<file path="src/rtl/countdown_ctrl.sv">
// MM:SS countdown sequencer for a 4-digit 7-segment display. Runs SET/RUN/PAUSE/DONE
// from button pulses, drives BCD digits with leading-zero blanking, blink and alarm.
module countdown_ctrl #(
  parameter int TICKS_PER_SEC = 50000000,
  parameter int PRESET_MIN    = 1,
  parameter int PRESET_SEC    = 0
) (
  input  logic       clk,
  input  logic       rst,
  input  logic       btn_start,
  input  logic       btn_clear,
  input  logic       inc_min,
  input  logic       inc_sec,
  output logic [3:0] digit_3,
  output logic [3:0] digit_2,
  output logic [3:0] digit_1,
  output logic [3:0] digit_0,
  output logic       enable_3,
  output logic       enable_2,
  output logic       enable_1,
  output logic       enable_0,
  output logic       alarm
);

  typedef enum logic [1:0] {S_SET, S_RUN, S_PAUSE, S_DONE} state_t;

  localparam int             PW     = $clog2(TICKS_PER_SEC);
  localparam logic [PW-1:0]  P_LAST = PW'(TICKS_PER_SEC - 1);
  localparam logic [PW-1:0]  B_LAST = PW'(TICKS_PER_SEC / 2 - 1);
  localparam logic [15:0]    PRESET_TIME = {4'(PRESET_MIN / 10), 4'(PRESET_MIN % 10),
                                            4'(PRESET_SEC / 10), 4'(PRESET_SEC % 10)};

  // Time is packed {min tens, min ones, sec tens, sec ones}.
  state_t        r_state;
  logic [15:0]   r_time;
  logic [15:0]   r_prog;
  logic [PW-1:0] r_presc;
  logic [PW-1:0] r_blink_cnt;
  logic          r_phase;

  state_t        w_state_nx;
  logic [15:0]   w_time_nx;
  logic [15:0]   w_prog_nx;
  logic [PW-1:0] w_presc_nx;
  logic          w_tick;
  logic [15:0]   w_dec;

  // BCD +1 on a 00..59 pair, wrapping 59 to 00.
  function automatic logic [7:0] bcd_inc59(input logic [7:0] v);
    if (v[3:0] == 4'd9)
      return {(v[7:4] == 4'd5) ? 4'd0 : v[7:4] + 4'd1, 4'd0};
    else
      return {v[7:4], v[3:0] + 4'd1};
  endfunction

  // One-second decrement with the full borrow chain.
  function automatic logic [15:0] dec_time(input logic [15:0] t);
    logic [15:0] r;
    r = t;
    if (t[3:0] != 4'd0) begin
      r[3:0] = t[3:0] - 4'd1;
    end else begin
      r[3:0] = 4'd9;
      if (t[7:4] != 4'd0) begin
        r[7:4] = t[7:4] - 4'd1;
      end else begin
        r[7:4] = 4'd5;
        if (t[11:8] != 4'd0) begin
          r[11:8] = t[11:8] - 4'd1;
        end else begin
          r[11:8]  = 4'd9;
          r[15:12] = t[15:12] - 4'd1;
        end
      end
    end
    return r;
  endfunction

  assign w_tick = (r_state == S_RUN) && (r_presc == P_LAST);
  assign w_dec  = dec_time(r_time);

  always_comb begin
    // NOTE: every output of this block gets a default first, so no path leaves a latch.
    w_state_nx = r_state;
    w_time_nx  = r_time;
    w_prog_nx  = r_prog;
    w_presc_nx = r_presc;
    case (r_state)
      S_SET: begin
        if (btn_clear) begin
          w_time_nx = r_prog;
        end else if (btn_start) begin
          if (r_time != 16'h0000) begin
            w_prog_nx  = r_time;
            w_presc_nx = '0;
            w_state_nx = S_RUN;
          end
        end else begin
          if (inc_min) w_time_nx[15:8] = bcd_inc59(r_time[15:8]);
          if (inc_sec) w_time_nx[7:0]  = bcd_inc59(r_time[7:0]);
        end
      end
      S_RUN: begin
        w_presc_nx = w_tick ? '0 : r_presc + PW'(1);
        if (btn_clear) begin
          w_time_nx  = r_prog;
          w_state_nx = S_SET;
        end else if (w_tick) begin
          w_time_nx = w_dec;
          if (w_dec == 16'h0000) w_state_nx = S_DONE;
          else if (btn_start)    w_state_nx = S_PAUSE;
        end else if (btn_start) begin
          w_state_nx = S_PAUSE;
        end
      end
      S_PAUSE: begin
        if (btn_clear) begin
          w_time_nx  = r_prog;
          w_state_nx = S_SET;
        end else if (btn_start) begin
          w_state_nx = S_RUN;
        end
      end
      S_DONE: begin
        if (btn_start || btn_clear) begin
          w_time_nx  = r_prog;
          w_state_nx = S_SET;
        end
      end
      default: w_state_nx = S_SET;
    endcase
  end

  // NOTE: sequential state uses non-blocking assignments so every register sees pre-edge values.
  always_ff @(posedge clk) begin
    if (rst) begin
      r_state <= S_SET;
      r_time  <= PRESET_TIME;
      r_prog  <= PRESET_TIME;
      r_presc <= '0;
    end else begin
      r_state <= w_state_nx;
      r_time  <= w_time_nx;
      r_prog  <= w_prog_nx;
      r_presc <= w_presc_nx;
    end
  end

  // Blink restarts dark on every entry into PAUSE or DONE.
  always_ff @(posedge clk) begin
    if (rst) begin
      r_blink_cnt <= '0;
      r_phase     <= 1'b1;
    end else if (w_state_nx == S_PAUSE || w_state_nx == S_DONE) begin
      if (w_state_nx != r_state) begin
        r_blink_cnt <= '0;
        r_phase     <= 1'b0;
      end else if (r_blink_cnt == B_LAST) begin
        r_blink_cnt <= '0;
        r_phase     <= ~r_phase;
      end else begin
        r_blink_cnt <= r_blink_cnt + PW'(1);
      end
    end else begin
      r_blink_cnt <= '0;
      r_phase     <= 1'b1;
    end
  end

  assign digit_3  = r_time[15:12];
  assign digit_2  = r_time[11:8];
  assign digit_1  = r_time[7:4];
  assign digit_0  = r_time[3:0];
  assign enable_3 = r_phase && (r_time[15:12] != 4'd0);
  assign enable_2 = r_phase;
  assign enable_1 = r_phase;
  assign enable_0 = r_phase;
  assign alarm    = (r_state == S_DONE);

endmodule

</file>
<file path="config.mk">
export PLATFORM = sky130hd
export DESIGN_NAME = countdown_ctrl
export DESIGN_NICKNAME = d
export VERILOG_FILES = /design/src/rtl/countdown_ctrl.sv
export SDC_FILE = /design/constraint.sdc
export NUM_CORES = 1
export LEC_CHECK = 0
export ABC_AREA = 0
export ABC_CLOCK_PERIOD_IN_PS = 4200
export BUFFER_PORTS_ARGS = -buffer_cell sky130_fd_sc_hd__buf_2
export CORE_AREA = 2 2 87 97
export CTS_CLUSTER_SIZE = 40
export DETAILED_ROUTE_END_ITERATION = 8
export DIE_AREA = 0 0 89 99
export PLACE_DENSITY = 0.94
export SLEW_MARGIN = 20
export SYNTH_ARGS = -nofsm -noshare
export SYNTH_HDL_FRONTEND = slang
export SYNTH_SLANG_ARGS = --single-unit
export TNS_END_PERCENT = 10
</file>
<file path="constraint.sdc">
create_clock -name clk -period 4.2 [get_ports clk]
set_input_delay 0.84 -clock clk [delete_from_list [all_inputs] [get_ports clk]]
set_output_delay 0.84 -clock clk [all_outputs]
set_load 0.03 [all_outputs]
</file>
==> results of run 1 <==
-- cell type report --
class / instances / area, sq um
clock buffers: 9 / 124
repair buffers: 31 / 168
inverters: 16 / 60.1
flip-flops and latches: 87 / 1740
multi-input cells: 494 / 2960
clock inverters: 7 / 82.6
well taps: 108 / 135
fillers: 614 / 2560
-- cell usage in the layout, fill, tap and decap left out, types with 3 or more instances in the layout --
cell / count
mux2i_1: 10
nand2_1: 61
nand3_1: 23
nor3b_1: 6
inv_1: 16
or4_1: 5
o22ai_1: 3
clkbuf_8: 9
a31oi_1: 6
nand2b_1: 4
dfxtp_1: 87
a221oi_1: 4
and3_1: 10
nor3_1: 20
a22oi_1: 4
a311oi_1: 5
xor2_1: 23
a211oi_1: 4
a21oi_1: 38
o31ai_1: 3
nor2_1: 104
nor4b_1: 3
and2_1: 4
buf_2: 26
nor2b_1: 7
o21ai_0: 36
or3_1: 9
buf_4: 5
ha_1: 8
nor4_1: 7
nor4_2: 3
xnor2_1: 17
o211ai_1: 9
inv_6: 5
nand4_1: 20
-- routing by layer --
layer  global-route usage, %  vias up
li1                        -     2269
met1                    35.6     2199
met2                    44.6      224
met3                    3.77       29
met4                    13.7        0
met5                       0        -
-- worst max-delay path by stage --
stage,slack (ps),cells after the start,from,to
after CTS,1320,7,r_time[12],r_blink_cnt[2]
final,1290,7,r_time[12],r_blink_cnt[24]
after floorplan,1770,8,btn_clear,r_presc[18]
after global placement,1130,6,btn_clear,r_blink_cnt[25]
after global routing,1010,7,r_time[12],r_blink_cnt[24]
after detailed placement,990,6,btn_clear,r_blink_cnt[2]
-- flip-flops by register name, indices dropped and copies added, names as in the netlist --
| register | flops |
|---|---|
| enable_0 | 1 |
| r_blink_cnt | 26 |
| r_presc | 26 |
| r_prog | 16 |
| r_state | 2 |
| r_time | 16 |
-- stage by stage --
step	area, sq um	power, mW	setup slack [ps]	cells
after floorplan	4930	1.07	1770	636
after global placement	5060	1.12	1130	736
after detailed placement	5060	1.12	987	736
after CTS	5270	1.73	1320	752
after global routing	5270	1.79	1010	752
final	5270	1.74	1290	752
-- report_power, final --
part | leakage [nW] | total (mW) | internal, mW | switching (mW)
combinational | 1.03 | 0.241 | 0.0851 | 0.156
clock | 0.106 | 0.622 | 0.287 | 0.336
sequential | 0.704 | 0.873 | 0.839 | 0.0331
total | 1.84 | 1.74 | 1.21 | 0.525
-- critical path, cell delays in order (launching register included) --
cell	delay [ps]
dfxtp_1	410
inv_1	110
ha_1	230
nor3b_1	360
nand4_1	280
a31o_2	430
or3_1	740
a21oi_1	250
-- kinds of logic (layout without fill, tap and decap cells) --
family | after synthesis | in the layout | share of synthesized area, %
flip-flops | 87 | 87 | 35.3
AND/OR/NAND/NOR | 299 | 299 | 30.4
multiplexers | 12 | 12 | 2.49
AO/OA/AOI/OAI | 135 | 135 | 17.9
buffers and inverters | 55 | 63 | 4.67
adder cells (fa/ha/maj) | 8 | 8 | 2.03
XOR/XNOR | 40 | 40 | 7.11
==> summary.md, run 1 <==
| Metric | Value |
|---|---|
| I/O Pins | `27` |
| YS warnings | `0` |
| Worst min-delay path class | `reg2reg` |
| Asr flop ratio synth | `0%` |
| Synth area leader | `dfxtp_1` |
| Num CTS Buffers | `9` |
| Clock buffer depth | `2` |
| Root buf cell | `clkbuf_8` |
| DRT Pass-1 Iters | `7` |
| Tcrit/Tclk final | `69.2%` |
| Hold path startpoint | `r_blink_cnt[0]` |
| Slew headroom | `between 40% and 50%` |
| First-pass GRT wire length | `19700 um` |
| Synthesized instance count | `636` |
| Worst hold stages | `1` |
| Synth cell count leaders | `104 x nor2_1, 87 x dfxtp_1, 61 x nand2_1` |
| Critical path type | `reg2reg` |
| Chip width | `~90 um` |
| Register area share after synthesis | `35.3%` |
| Remaining DRCs | `0` |
| Post-Syn Nets | `650` |
| Hold slack | `~470 ps` |
| Clock sink count | `a little under 90` |
| Final #Nets | `around 650` |
| CP Capture Type | `flop` |
| Final antenna diode count | `0` |
| Total global-route track usage | `between 20% and 30%` |
| Slew Limit Fails | `0` |
| Synth Cell Area | `just under 5000 sq um` |
| Leakage power figure | `1.84 nW` |
| Die height | `around 99 um` |
| Resize count post-CTS | `0` |
| Grt ovf | `0` |
| Worst-margin pin slew | `879 ps` |
| Critical Path RT | `between 4000 and 5000 ps` |
| Vias per cell | `between 6 and 7` |
| Initial antenna violation count | `0` |
| Syn Area/Cell | `7.75 sq um` |
| Fraction of layout cells with a size suffix above 1 | `a little over a tenth` |
| Area Overhead vs Synth | `6.88%` |
| CP max FO | `26` |
| Routed vias | `about 4700` |
| Initial DRC Count | `~430` |
| Initial Utilization | `around 63%` |
| Setup crit start kind | `flop` |
| Die area | `between 8000 and 9000 sq um` |
| DP Wirelength | `between 7000 and 8000 um` |
| Std cell rows | `34` |
| Post-synth EDFFs | `0` |
| Highest Signal Layer | `met4` |
| Final Skew | `between 15 and 20 ps` |
| Final setup TNS | `0 ps` |
| Vias in the first global route | `4312` |
| CTS Hold Bufs | `0` |
| Setup slack, reg-to-reg | `1290 ps` |
| Max Clk Rate | `~340 MHz` |
| M1 WL | `roughly 5000 um` |
| Minimum clock period | `2910 ps` |
| RSZ-0062 raised after global routing | `no` |
| DRT Wirelength | `between 10000 and 15000 um` |
| CTS tree | `built` |
| Power density over the cells | `329 nW/um^2` |
| Antenna viol nets, final | `0` |
| DR WL met3 | `around 730 um` |
| Clock Latency Late Sink | `380 ps` |
| Status | `completed` |
| Max-Cap Viols | `0` |
| Synth Register Bits | `87` |
| Clock transition at the registers of the reported paths | `100 ps` |
| Worst Hold End | `r_blink_cnt[0]` |
| CP arrival | `between 3000 and 4000 ps` |
| Peak VDD IR | `about 0.19 mV` |
| Fin. Hold Viols | `0` |
| Top-count cell post-synth | `nor2_1` |
| Yosys top cell area share | `35.3%` |
| PortBufs | `26` |
| Setup-failing EPs final | `0` |
| Setup Fix Bufs, Post-CTS | `0` |
| R2R Path End | `r_blink_cnt[24]` |
| Main area contributors after synthesis | `dfxtp_1 35%, nor2_1 7.9%, nand2_1 4.6%` |
| R2R Path Start | `r_time[12]` |
| Register-to-Register Path Depth | `7` |
| WL/cell | `between 15 and 20 um` |
| Core footprint | `about 7800 sq um` |
| Synth cell types | `66` |
| H-Tree Depth | `3` |
| Met2 WL post-DR | `between 5000 and 6000 um` |
| Pin count of the biggest net entering global routing | `45` |
| Final core occ | `between 60% and 70%` |
| Gp weighted congestion | `between 0.9 and 1` |
| Primary FF master, synth | `dfxtp_1` |
(Power assumes the default switching activity.)
==> run 2: changes to the inputs <==
Settings changed: ABC_AREA 0 to 1, ABC_CLOCK_PERIOD_IN_PS 4200 to 2600, CORE_AREA 2 2 87 97 to 2 2 95 106, DIE_AREA 0 0 89 99 to 0 0 97 108, PLACE_DENSITY 0.94 to 0.87.
Clock period 4.2 ns to 2.6 ns, I/O delays scaled along.
==> run 2 against run 1 <==
Sequential power up 65%; core utilization down 5.4 points; synthesized cell count up 15%; hold slack worse by 19 ps; via count up 10%; wire length up 12%; combinational power rose to 2.9 times the previous value; maximum frequency up 22%; cell count up 19%; global-route usage down 2.1 points; critical path type unchanged.
==> summary.md, run 2 <==
| Metric | Value |
|---|---|
| Status | `completed` |
| Minimum clock period | `2390 ps` |
| Total power | `slightly above 3 mW` |
| Slew headroom | `about three fifths` |
| Antenna viol nets, final | `0` |
| CTS tree | `built` |
| Crit path top cell by count | `nand2_1` |
| Setup crit start kind | `flop` |
| Clock sink count | `87` |
| Num CTS Buffers | `9` |
| Root buf cell | `clkbuf_8` |
| Yosys top cell area share | `about a third` |
| Post-Syn Nets | `about 740` |
| Final antenna diode count | `0` |
| Gp weighted congestion | `0.964` |
| Fin. Hold Viols | `0` |
| Vias in the first global route | `between 4000 and 5000` |
| Synth area leader | `dfxtp_1` |
| Placed Area | `roughly 5500 sq um` |
| DRT Wirelength | `13200 um` |
| Grt ovf | `0` |
| Final #Nets | `between 700 and 800` |
| Std cell rows | `37` |
| Tcrit/Tclk final | `roughly nine tenths` |
| Hold slack | `approximately 450 ps` |
| PortBufs | `26` |
| CTS Hold Bufs | `0` |
| Clock Latency Late Sink | `~360 ps` |
| Initial Utilization | `55.3%` |
| Synth Register Bits | `between 80 and 90` |
| Remaining DRCs | `0` |
| Final core occ | `61.9%` |
| Leakage power figure | `~2.2 nW` |
| Worst path cell trace | `ha_1, nand3_1, nor3_2, nand3_1, nor2_1, nand2_1, nor2_2, nand2_1, nand2_1, nand2_1, nand2_2, nand2_1, o21ai_2, nor2_4, nand2_4, buf_12, nor2_4` |
| Core footprint | `around 9300 sq um` |
| Routed vias | `around 5200` |
| Final Non-Filler Cells | `roughly 900` |
| DRT Pass-1 Iters | `6` |
| Power density over the cells | `between 500 and 600 nW/um^2` |
| First-pass GRT wire length | `roughly 22000 um` |
| Initial DRC Count | `438` |
| Critical Path RT | `about 2900 ps` |
| Synth cell count leaders | `136 x nand2_1, 90 x nor2_1, 87 x dfxtp_1` |
| Most common cell after layout, fill and taps aside | `nand2_1` |
| Final instance area | `5760 sq um` |
| Max-Cap Viols | `0` |
| Clock transition at the registers of the reported paths | `approximately 80 ps` |
| Synth Cell Area | `5140 sq um` |
| Worst min-delay path class | `reg2reg` |
| Vias per cell | `roughly 5.8` |
| Pin count of the biggest net entering global routing | `20` |
| I/O Pins | `27` |
| CP Capture Type | `flop` |
| DP Cell Count | `~900` |
| Syn Area/Cell | `just over 7 sq um` |
| Fraction of layout cells with a size suffix above 1 | `around 16%` |
| CP max FO | `13` |
| Dpl ws | `~100 ps` |
| Clock buffer depth | `2` |
| Post-synth EDFFs | `0` |
| Max Clk Rate | `about 420 MHz` |
| Final setup TNS | `0 ps` |
| Critical path type | `reg2reg` |
| CP peak stage delay | `approximately 380 ps` |
| Die height | `about 110 um` |
| Area Overhead vs Synth | `12.0%` |
| H-Tree Depth | `3` |
| Fillers | `approximately 810` |
| YS warnings | `0` |
| Asr flop ratio synth | `0%` |
| Total global-route track usage | `approximately a quarter` |
| Top-count cell post-synth | `nand2_1` |
| Register area share after synthesis | `33.9%` |
| Synthesized instance count | `730` |
| Commonest cells after routing, fill and taps aside | `135 x nand2_1, 88 x nor2_1, 87 x dfxtp_1` |
| CP arrival | `approximately 2600 ps` |
| Die area | `10500 sq um` |
| Initial antenna violation count | `0` |
| Synth cell types | `49` |
| Post-route worst setup slack | `210 ps` |
| Largest registers | `r_blink_cnt (26), r_presc (26)` |
| Chip width | `between 90 and 100 um` |
| Primary FF master, synth | `dfxtp_1` |
| DP Wirelength | `between 9000 and 10000 um` |
| Peak VDD IR | `about 0.37 mV` |
| Slowest-stage cell, CP | `dfxtp_1` |
| Main area contributors after synthesis | `dfxtp_1 34%, nand2_1 9.9%, nor2_1 6.6%` |
| Slew Limit Fails | `0` |
| Worst-margin pin slew | `between 500 and 600 ps` |
| Setup-failing EPs final | `0` |
| WL/cell | `14.6 um` |
| Final Skew | `slightly below 10 ps` |
==> run 2: changes by cell type after synthesis, moves of 9 or more <==
cell      change
a211oi_1     +10
inv_1        +64
or3_1         -9
nor2_1       -14
clkbuf_1     -12
nor2_4       +21
nand3_1      +18
o21ai_0      +12
nand2_1      +75
mux2i_1      -10
==> run 2: per-layer routing <==
| layer | track usage, % | up-vias | routed length (um) |
|---|---|---|---|
| met5 | 0 | - | 0 |
| met4 | 9.56 | 0 | 359 |
| met3 | 4.91 | 49 | 974 |
| met2 | 44.8 | 249 | 6310 |
| met1 | 30.9 | 2389 | 5510 |
| li1 | - | 2524 | - |
==> run 2: worst paths after layout <==
kind | startpoint | end | slack [ps] | depth (start not counted)
max | r_presc[0] | r_blink_cnt[2] | 210 | 17
min | r_prog[9] | r_prog[9] | 450 | 2
min reg2reg | r_prog[9] | r_prog[9] | 450 | 2
max reg2reg | r_presc[0] | r_blink_cnt[2] | 210 | 17
==> run 2: worst max-delay path: cells and delay by family, from the launching register on <==
family,cells,cell delay [ps]
AND/OR/NAND/NOR,14,1410
AO/OA/AOI/OAI,1,90
buffers and inverters,1,200
adder cells (fa/ha/maj),1,230
flip-flops,1,380
==> run 2: area by class of cell <==
class / count / area (sq um) / share of cell area (%)
clock buffer: 12 / 155 / 2.70
timing repair buffer: 56 / 380 / 6.61
sequential: 87 / 1740 / 30.3
tap: 117 / 146 / 2.54
multi-input combinational: 538 / 2980 / 51.8
clock inverter: 4 / 30.0 / 0.522
inverter: 84 / 319 / 5.54
==> run 2: power by group <==
| part | switching, mW | internal [mW] |
|---|---|---|
| sequential | 0.0542 | 1.38 |
| combinational | 0.466 | 0.224 |
| clock | 0.500 | 0.402 |
| total | 1.02 | 2.01 |
==> run 2: cell families (layout without fill, tap and decap cells) <==
group           Yosys count  count (layout)  share of synthesized area (%)
buf+inv                 106             156                           8.98
flops                    87              87                           33.9
simple gates            357             358                           33.7
xor+xnor                 31              31                           5.28
fa+ha+maj                 8               8                           1.95
compound gates          141             141                           16.2
==> run 2: what timing repair did <==
item | 4_1_cts | 5_1_grt
gates resized for setup | 0 | 11
setup endpoints to repair | 0 | 42
setup buffers | 0 | 3
==> run 3: changes to the inputs <==
==> constraint.sdc (replaced) <==
create_clock -name clk -period 2.6 [get_ports clk]
set_input_delay 0.26 -clock clk [delete_from_list [all_inputs] [get_ports clk]]
set_output_delay 0.26 -clock clk [all_outputs]
set_load 0.03 [all_outputs]
==> run 3 against run 2 <==
Clock skew up 1.7 ps; sequential cell count unchanged; worst setup slack worse by 4.3 ps; sequential share of layout area about the same; cell count down 0.11%; wire length down 2.1%.
==> summary.md, run 3 (synthesis gave the netlist of run 2 again) <==
| Metric | Value |
|---|---|
| Status | `completed` |
| Area occupied by multi-input gates | `about 3000 sq um` |
| Initial antenna violation count | `0` |
| Num CTS Buffers | `9` |
| Area Overhead vs Synth | `11.9%` |
| Largest registers | `r_blink_cnt (26), r_presc (26)` |
| Final setup TNS | `0 ps` |
| CTS Hold Bufs | `0` |
| Tcrit/Tclk final | `between 90 and 100%` |
| Worst path cell trace | `inv_1, ha_4, nand2_1, nor2_1, nand2_1, nand3_1, nand2_1, nor2_1, nand2_1, nor2_1, nand2_1, nand2_1, nand2_1, nand2_2, nand3_4, a21oi_4, nand2_4, buf_12, nor2_1` |
| Remaining DRCs | `0` |
| CP max FO | `13` |
| Leakage power figure | `approximately 2.2 nW` |
| Fraction of layout cells with a size suffix above 1 | `approximately 16%` |
| WL/cell | `~14 um` |
| Sw Ratio | `roughly a third` |
| Slowest-stage cell, CP | `dfxtp_1` |
| Switching Power | `1.07 mW` |
| Initial DRC Count | `~370` |
| Clock sink count | `a little under 90` |
| Setup-failing EPs final | `0` |
| Pin count of the biggest net entering global routing | `20` |
| CP Capture Type | `flop` |
| Final #Nets | `~790` |
| CP peak stage delay | `330 ps` |
| Antenna viol nets, final | `0` |
| Worst Path Buf+Inv | `2` |
| Slew Limit Fails | `0` |
| Seq. cell area | `1740 sq um` |
| Critical path type | `reg2reg` |
| I/O Pins | `27` |
| Commonest cells after routing, fill and taps aside | `135 x nand2_1, 87 x nor2_1, 87 x dfxtp_1` |
| Chip width | `97 um` |
| Gp weighted congestion | `0.923` |
| Crit path max-delay family | `simple AND/OR/NAND/NOR gates` |
| Max-Cap Viols | `0` |
| Final core occ | `between 60% and 70%` |
| Final antenna diode count | `0` |
| Total global-route track usage | `between 20% and 30%` |
| Power share of the combinational group | `around 22%` |
| DRT Pass-1 Iters | `6` |
| Fin. Hold Viols | `0` |
| Root buf cell | `clkbuf_8` |
| Worst-margin pin slew | `about 580 ps` |
| Crit path top cell by count | `nand2_1` |
| DRT Wirelength | `between 10000 and 15000 um` |
| Critical Path RT | `between 2000 and 3000 ps` |
| Minimum clock period | `2390 ps` |
| Internal power | `between 1.5 and 2 mW` |
| Final Skew | `between 10 and 15 ps` |
| Clock transition at the registers of the reported paths | `~100 ps` |
| Clk pwr share | `between 30% and 40%` |
| CTS tree | `built` |
| Most common cell after layout, fill and taps aside | `nand2_1` |
| Peak VDD IR | `around 0.31 mV` |
| Routed vias | `~5200` |
| PortBufs | `26` |
| Seq pwr share | `between 40% and 50%` |
| Initial Utilization | `between 50% and 60%` |
| Core footprint | `a little over 9000 sq um` |
| R2R Path Start | `r_time[4]` |
| First-pass GRT wire length | `21300 um` |
| Max Clk Rate | `roughly 420 MHz` |
| Hold path startpoint | `rst` |
| Power density over the cells | `around 530 nW/um^2` |
| Vias per cell | `about 5.7` |
| Die area | `10500 sq um` |
| Setup crit start kind | `flop` |
| Clock Latency Late Sink | `370 ps` |
| Die height | `around 110 um` |
| Grt ovf | `0` |
| Crit. Startpoint | `r_time[4]` |
| DP Wirelength | `9260 um` |
| Vias in the first global route | `about 4800` |
| Clock buffer depth | `2` |
| H-Tree Depth | `3` |
| Slew headroom | `approximately three fifths` |
| CP arrival | `between 2000 and 3000 ps` |
| Fillers | `823` |
| Worst min-delay path class | `in2reg` |
| Std cell rows | `37` |
-- run 3: cell types whose count changed in the layout (fill, tap and decap cells not counted), sizes merged --
cell    previous run  this run
buf               56        55
clkbuf            12         9
clkinv             4         2
inv               82        87
-- run 3: area by class of cell --
| class | count | area share (%) |
|---|---|---|
| Inverter | 84 | 5.48 |
| Timing Repair Buffer | 55 | 6.48 |
| Sequential cell | 87 | 30.3 |
| Clock buffer | 9 | 2.15 |
| Multi-Input combinational cell | 538 | 52.0 |
| Tap cell | 117 | 2.54 |
| Clock inverter | 7 | 1.11 |
-- run 3: power groups by stage --
stage,registers (mW),clock network [mW],logic [mW]
floorplan,1.51,0,0.396
global placement,1.46,0,0.617
detailed placement,1.46,0,0.629
CTS,1.43,0.937,0.634
global route,1.44,0.987,0.748
finish,1.43,0.923,0.681
-- run 3: worst paths after layout --
check | endpoint | slack [ps] | depth (start not counted)
hold / removal | r_time[0] | 330 | 2
setup reg to reg | r_blink_cnt[13] | 210 | 19
setup / recovery | r_blink_cnt[13] | 210 | 19
hold reg to reg | r_prog[9] | 450 | 2
-- run 3: metal layers --
metal,up-vias,global-route usage (%),part of all wire (%)
met2,221,41.7,48
met1,2376,30.6,43
met5,-,0,0
met3,38,3.56,7.2
met4,0,10.7,2.5
li1,2517,-,-
-- run 3: what timing repair did --
item                       CTS  global route
setup buffers                0             2
gates cloned                 0             1
pin swaps                    0             2
setup endpoints to repair   13            32
resized for setup            1            16
-- run 3: per-stage QoR --
stage | instances | power (mW) | hold slack (ps) | worst slack (ps) | instance area (sq um)
2_1_floorplan | 730 | 1.91 | 420 | 94.1 | 5140
3_3_place_gp | 878 | 2.08 | 428 | 128 | 5470
3_5_place_dp | 878 | 2.09 | 437 | 14.3 | 5470
4_1_cts | 894 | 3.00 | 321 | 0.331 | 5670
5_1_grt | 897 | 3.18 | 355 | -41.8 | 5750
6_report | 897 | 3.04 | 334 | 206 | 5750
